**config.mk**
```make
export PLATFORM = sky130hd
export DESIGN_NAME = pipe_stage_reg
export DESIGN_NICKNAME = d
export VERILOG_FILES = /design/src/rtl/pipe_stage_reg.sv
export SDC_FILE = /design/constraint.sdc
export NUM_CORES = 1
export LEC_CHECK = 0
export BUFFER_PORTS_ARGS = -buffer_cell sky130_fd_sc_hd__buf_2
export CORE_MARGIN = 4
export CORE_UTILIZATION = 52
export DETAILED_ROUTE_END_ITERATION = 6
export PLACE_DENSITY = 0.79
export SYNTH_ARGS = -nofsm -noshare
export SYNTH_HDL_FRONTEND = slang
export SYNTH_SLANG_ARGS = --single-unit
```
**constraint.sdc**
```tcl
create_clock -name clk -period 3.5 [get_ports clk]
set_input_delay 0.525 -clock clk [delete_from_list [all_inputs] [get_ports clk]]
set_output_delay 0.525 -clock clk [all_outputs]
set_load 0.01 [all_outputs]
```
**src/rtl/pipe_stage_reg.sv**
```systemverilog
// Pipeline stage register with optional two-entry skid buffer,
// bubble-masked control bits, flush and a saturating drop counter.
module pipe_stage_reg #(
    parameter int DATA_W = 32,
    parameter int CTRL_W = 4,
    parameter int SKID   = 1,
    parameter int CNT_W  = 16
) (
    input  logic              clk,
    input  logic              reset,
    input  logic              in_valid,
    output logic              in_ready,
    input  logic [CTRL_W-1:0] in_ctrl,
    input  logic [DATA_W-1:0] in_data,
    input  logic              flush,
    output logic              out_valid,
    input  logic              out_ready,
    output logic [CTRL_W-1:0] out_ctrl,
    output logic [DATA_W-1:0] out_data,
    output logic [1:0]        occupancy,
    output logic [CNT_W-1:0]  drop_cnt
);

    typedef enum logic [1:0] {
        EMPTY = 2'd0,
        ONE   = 2'd1,
        FULL  = 2'd2
    } state_t;

    state_t            state_q;
    state_t            state_d;
    logic [DATA_W-1:0] head_data;
    logic [DATA_W-1:0] skid_data;
    logic [CTRL_W-1:0] head_ctrl;
    logic [CTRL_W-1:0] skid_ctrl;
    logic              accept;
    logic              issue;
    logic              ld_head_in;
    logic              ld_head_skid;
    logic              ld_skid;
    logic [2:0]        drop_inc;
    logic [CNT_W:0]    drop_sum;
    logic [CNT_W-1:0]  drop_next;

    assign accept    = in_valid && in_ready;
    assign issue     = out_valid && out_ready;
    assign out_valid = (state_q != EMPTY);
    assign occupancy = state_q;
    assign out_ctrl  = out_valid ? head_ctrl : '0;
    assign out_data  = head_data;

    always_comb begin
        state_d      = state_q;
        ld_head_in   = 1'b0;
        ld_head_skid = 1'b0;
        ld_skid      = 1'b0;
        unique case (state_q)
            EMPTY: begin
                if (accept) begin
                    state_d    = ONE;
                    ld_head_in = 1'b1;
                end
            end
            ONE: begin
                if (accept && issue) begin
                    ld_head_in = 1'b1;
                end else if (accept) begin
                    if (SKID != 0) begin
                        state_d = FULL;
                        ld_skid = 1'b1;
                    end
                end else if (issue) begin
                    state_d = EMPTY;
                end
            end
            FULL: begin
                if (issue) begin
                    state_d      = ONE;
                    ld_head_skid = 1'b1;
                end
            end
            default: state_d = EMPTY;
        endcase
        // Flushed entries never reach the head, so out_data keeps the last real head.
        if (flush) begin
            state_d      = EMPTY;
            ld_head_in   = 1'b0;
            ld_head_skid = 1'b0;
            ld_skid      = 1'b0;
        end
    end

    // Issue implies occupancy >= 1, so the increment never underflows.
    always_comb begin
        drop_inc  = {1'b0, occupancy} + {2'b00, accept} - {2'b00, issue};
        drop_sum  = {1'b0, drop_cnt} + (CNT_W+1)'(drop_inc);
        drop_next = drop_sum[CNT_W] ? '1 : drop_sum[CNT_W-1:0];
    end

    always_ff @(posedge clk) begin
        if (reset) begin
            state_q   <= EMPTY;
            head_data <= '0;
            head_ctrl <= '0;
            skid_data <= '0;
            skid_ctrl <= '0;
            drop_cnt  <= '0;
        end else begin
            state_q <= state_d;
            if (ld_head_in) begin
                head_data <= in_data;
                head_ctrl <= in_ctrl;
            end else if (ld_head_skid) begin
                head_data <= skid_data;
                head_ctrl <= skid_ctrl;
            end
            if (ld_skid) begin
                skid_data <= in_data;
                skid_ctrl <= in_ctrl;
            end
            if (flush) begin
                drop_cnt <= drop_next;
            end
        end
    end

    generate
        if (SKID != 0) begin : g_skid
            logic ready_q;
            always_ff @(posedge clk) begin
                if (reset) begin
                    ready_q <= 1'b1;
                end else begin
                    ready_q <= (state_d != FULL);
                end
            end
            assign in_ready = ready_q;
        end else begin : g_noskid
            assign in_ready = !out_valid || out_ready;
        end
    endgenerate

endmodule

```
Word-level counts from Yosys, hierarchy flattened
Cells that the tools add are included.
{"block": "word_totals", "ff_bits": 91, "latchBits": 0, "mem_bits_rw": 0, "romBits": 0, "inputBits": 41, "output_inout_bits": 56, "elab_cells": 42, "memories": 0}
{"block": "op_classes", "addsub": 3, "n_mul": 0, "div_mod_pow": 0, "magnitude_cmp": 0, "n_eq_ne": 3, "n_shift": 0, "n_mux": 23, "bitwise_logic": 0, "reduce_logical": 6}
{"op": "$mux W32", "n": 2}
{"op": "$add A16 B3 Y17", "n": 1}
{"op": "$mux W16", "n": 1}
{"op": "$mux W2", "n": 6}
{"op": "$mux W4", "n": 3}
{"op": "$mux W1", "n": 9}
{"op": "$pmux W2 S3", "n": 1}
{"op": "$reduce_bool A2 Y1", "n": 2}
{"op": "$add A2 B1 Y3", "n": 1}
{"op": "$logic_and A1 B1 Y1", "n": 3}
{"op": "$sub A3 B1 Y3", "n": 1}
{"op": "$eq A2 B1 Y1 const B", "n": 1}
{"op": "$eq A2 B2 Y1 const B", "n": 1}
{"op": "$logic_not A2 Y1", "n": 1}
{"op": "$ne A2 B2 Y1 const B", "n": 1}
{"op": "$pmux W1 S2", "n": 1}

Logic depth before layout (Yosys ltp)
{"block": "depth", "depth_word": 8, "mapped_depth": 13, "depth_no_buf": 12}

Worst setup path after synthesis
Ideal clock, no wire load.
{"block": "synth_path", "path_type": "register -> register", "startpoint": "register state_q[0] (netlist: occupancy[0])", "endpoint": "register drop_cnt[14]", "setup_ps": 74, "arrival_time_ps": 3018, "required_ps": 3426, "slack_ps": 408, "stages_incl_launch_ff": 13, "path_buffers": 0, "period_less_slack_ps": 3092, "cell_sequence": "dfxtp_1 -> nor2_1 -> inv_1 -> nand3_1 -> nand2_1 -> ha_1 -> fa_1 -> inv_1 -> fa_1 -> nor2b_1 -> o2111ai_1 -> or3_1 -> a31oi_1"}
{"block": "synth_via", "elab_chain_len": 5, "elab_cells_between_ends": 6, "cone_classes": "add/sub: 3; mux: 1; reduce/logical: 2"}
{"item": "start: declaration", "line_no": "30", "text": "state_t state_q;"}
{"item": "start signal: assignment", "line_no": "109", "text": "state_q <= state_d;"}
{"item": "$reduce_bool A2 Y1", "line_no": "47", "text": "assign out_valid = (state_q != EMPTY);"}
{"item": "net out_valid", "line_no": "16", "text": "output logic out_valid,"}
{"item": "$logic_and A1 B1 Y1", "line_no": "46", "text": "assign issue = out_valid && out_ready;"}
{"item": "$sub A3 B1 Y3", "line_no": "95", "text": "drop_inc = {1'b0, occupancy} + {2'b00, accept} - {2'b00, issue};"}
{"item": "$add A16 B3 Y17", "line_no": "96", "text": "drop_sum = {1'b0, drop_cnt} + (CNT_W+1)'(drop_inc);"}
{"item": "$mux W16", "line_no": "97", "text": "drop_next = drop_sum[CNT_W] ? '1 : drop_sum[CNT_W-1:0];"}
{"item": "end signal: assignment", "line_no": "122", "text": "drop_cnt <= drop_next;"}
{"item": "end: declaration", "line_no": "21", "text": "output logic [CNT_W-1:0] drop_cnt"}
The timed path passes the listed nets, and every way through them passes these cells.
A chain may end at the register's enable or synchronous reset.

Worst setup path after layout
{"block": "layout_path", "startpoint": "register state_q[1] (netlist: occupancy[1])", "endpoint": "register drop_cnt[14]"}
{"block": "layout_via", "elab_chain_len": 5, "elab_cells_between_ends": 6, "cone_classes": "add/sub: 3; mux: 1; reduce/logical: 2"}
{"item": "branches (longest 2 deep; another with $add A2 B1 Y3)"}
{"item": "$sub A3 B1 Y3 (*)", "line_no": "95"}
{"item": "$add A16 B3 Y17 (*)", "line_no": "96"}
{"item": "$mux W16 (*)", "line_no": "97"}
Mark *: on every way between the ends.

==> flow_metrics.env <==
export IMPL_hpwl_mm=5.99
export IMPL_fin_ws_ns=0.334
export IMPL_status="finished, final reports clean"
export IMPL_slew_viol_final=0
export IMPL_timing_fmax_mhz=316
export IMPL_start_util_pct=54.3
export IMPL_p_per_area_mw_per_mm2=453
export IMPL_h_tree_depth=3
export IMPL_final_cells=632
export IMPL_antenna_cells=0
export IMPL_layout_commonest_cell="buf_2"
export IMPL_power_mw=2.03
export IMPL_die_width_um=92.7
export IMPL_worstPathCellList="nor2_1 > inv_1 > a21o_1 > nand2_1 > ha_1 > fa_1 > inv_1 > fa_1 > nor2b_2 > o2111ai_1 > or3_1 > a31oi_1"
export IMPL_path_max_fanout=8
export IMPL_dp_cells=616
export IMPL_rows=30
export IMPL_synthXorXnorAreaFrac_pct=1.88
export IMPL_grt_pass1_vias=3315
export IMPL_antenna_found_initial=1
export IMPL_post_drt_wl_per_cell_um=14.1
export IMPL_synth_flop_cell="dfxtp_1"
export IMPL_slowest_stage="fa_1"
export IMPL_post_cts_buffers=0
export IMPL_cp_buffers_inverters=2
export IMPL_synth_compound_area_share_pct=22.8
export IMPL_yosysTopAreaCell="dfxtp_1"
export IMPL_relSlewSlack_pct=17.6
export IMPL_finalCritPeriodShare_pct=90.5
export IMPL_cts_buffers=9
export IMPL_hold_viol=0
export IMPL_drc=0
export IMPL_vdd_ir_drop_max_uv=246
export IMPL_yosys_area_share_simple_pct=15.7
export IMPL_cts_root_buf="clkbuf_8"
export IMPL_synth_edf_count=0
export IMPL_arrival_ns=3.43
export IMPL_synthMuxAreaShare_pct=0.268
export IMPL_avgSynthCellArea_sq_um=8.33
export IMPL_reg2reg_from="occupancy[1]"
export IMPL_fin_skew_ns=0.0129
export IMPL_drive_gt1_share_pct=23.5
export IMPL_place_congestion=0.826
export IMPL_cp_startpoint="occupancy[1]"
export IMPL_antenna_left=0
export IMPL_seq_area_frac_synth_pct=48.8
export IMPL_area_growth_pct=20.2
export IMPL_nets=578
export IMPL_grt_max_degree=57
export IMPL_synth_fa_ha_area_share_pct=2.41
export IMPL_n_fill_cell=604
export IMPL_synth_top_family_by_area="compound AO/OA/AOI/OAI gates"
export IMPL_synth_nets=495
export IMPL_start_kind="register"
export IMPL_ys_warn_count=0
export IMPL_worstSkewPairLatency_ns=0.36
export IMPL_drt_initial_drc_count=144
export IMPL_clock_path_buffers=2
export IMPL_synth_cells=448
export IMPL_worstPathRequired_ns=3.76
export IMPL_grt_first_pass_wirelength_mm=15.0
export IMPL_finalWirelength_mm=8.94
export IMPL_ys_top_cells_by_area="dfxtp_1 (49%), o22ai_1 (12%), nand2_1 (8.1%)"
export IMPL_synthArstFlopShare_pct=0
export IMPL_critPathTopFamily="adder cells"
export IMPL_dr_pass1_iters=4
export IMPL_rsz0062_at_grt="false"
export IMPL_pin_count=97
export IMPL_via_per_inst=5.48
export IMPL_cp_end_kind="register"
export IMPL_report_final_setup_viol=0
export IMPL_dieArea_sq_mm=0.00859
export IMPL_synth_seq_cells=91
export IMPL_design_core_area_sq_mm=0.00687
export IMPL_tightest_slew_ns=1.24
export IMPL_crit_type="reg -> reg"
export IMPL_cp_slowest_stage_delay_ns=0.50
export IMPL_cts_tree="built"
export IMPL_path_clk_slew_ns=0.09
export IMPL_grtUsageTotal_pct=21.3
export IMPL_io_buffers=96
export IMPL_die_h_um=92.7
export IMPL_min_period_ns=3.17
export IMPL_syn_area_sq_mm=0.00373
export IMPL_drv_cap=0
export IMPL_setup_tns_ns=0
export IMPL_clkSinkCount=91
export IMPL_grt_ovfl_total=0
export IMPL_p_leak_nw=1.74
export IMPL_vias=3461
export IMPL_min_from="in_data[8]"
export IMPL_synth_top_area_share_pct=48.8
export IMPL_hold_path_class="in -> reg"
export IMPL_pre_cts_slack_ns=0.165
export IMPL_synth_cell_type_count=46
export IMPL_layout_common_cells="buf_2 (96), dfxtp_1 (91), nand2_1 (81)"
[cell usage after synthesis (2+ instances only)]
master and instances:
xor2_1 3, nand2_1 81, dfxtp_1 91, o2111ai_1 2, nor2_1 8, or2_2 2, o31ai_1 3, buf_2 10
or4_1 4, nand3_1 5, o22ai_1 72, xnor2_1 5, clkbuf_1 18, a211oi_1 3, nand4_1 2, nor3_1 5
nor3_2 2, a21oi_1 44, and3_1 2, o21ai_0 2, and3b_1 2, ha_1 4, inv_1 45, a31oi_1 6
fa_1 2, nor2b_1 2, or3_1 4
[worst register-to-register path: cells and delay by family, from the launching register on]
family / cells / cell delay, ns
AO/OA/AOI/OAI: 3 / 0.55
AND/OR/NAND/NOR: 4 / 0.75
adder cells (fa/ha/maj): 3 / 1.13
buffers and inverters: 2 / 0.18
flip-flops: 1 / 0.48
[worst paths after layout]
check | cells past startpoint | slack [ns] | to
setup / recovery | 12 | 0.33 | drop_cnt[14]
hold / removal | 3 | 0.40 | skid_data[8]
setup reg to reg | 12 | 0.33 | drop_cnt[14]
hold reg to reg | 2 | 0.45 | out_data[9]
[where the power goes]
group | internal, mW | leakage, nW | switching (mW)
Clock | 0.411 | 0.109 | 0.373
Combinational | 0.0702 | 0.891 | 0.110
Sequential | 1.05 | 0.736 | 0.0113
[flip-flops by register name, summed over array words and instances (netlist names)]
signal,cells
skid_ctrl,4
out_data,32
occupancy,2
drop_cnt,16
skid_data,32
in_ready,1
head_ctrl,4
[final cells by class]
class	instances	area, sq um	share of cell area [%]
timing repair buffer	102	526	11.7
clock buffer	10	128	2.85
multi-input combinational	282	1620	36.2
tap	96	120	2.68
sequential	91	1820	40.6
inverter	45	169	3.77
clock inverter	6	96.3	2.15
[repair_timing]
action	CTS	global route
hold buffers	0	0
endpoints found under the setup margin	0	1
gates resized for setup	0	1
[kinds of logic (layout without fill, tap and decap cells)]
family | count (synthesis) | after routing
XOR/XNOR | 8 | 8
AND/OR/NAND/NOR | 127 | 127
multiplexers | 1 | 1
adder cells (fa/ha/maj) | 6 | 6
flip-flops | 91 | 91
AO/OA/AOI/OAI | 140 | 140
buffers and inverters | 75 | 163
[per-stage QoR]
stage	hold slack (ns)	area (sq um)	util [%]
after floorplan	0.437	3730	-
after global placement	0.437	4260	62.0
after detailed placement	0.439	4260	62.0
after CTS	0.393	4480	65.2
after global routing	0.397	4480	65.3
final	0.404	4480	65.3
[layer usage]
metal  vias up  global-route usage (%)  share of wire (%)
met1      1612                    26.5                 44
met2        98                    35.2                 47
li1       1733                       -                  -
met4         2                    7.69                1.8
met5         -                       0              0.089
met3        16                    6.09                7.0
No activity file was read; power rests on OpenSTA's default activity.
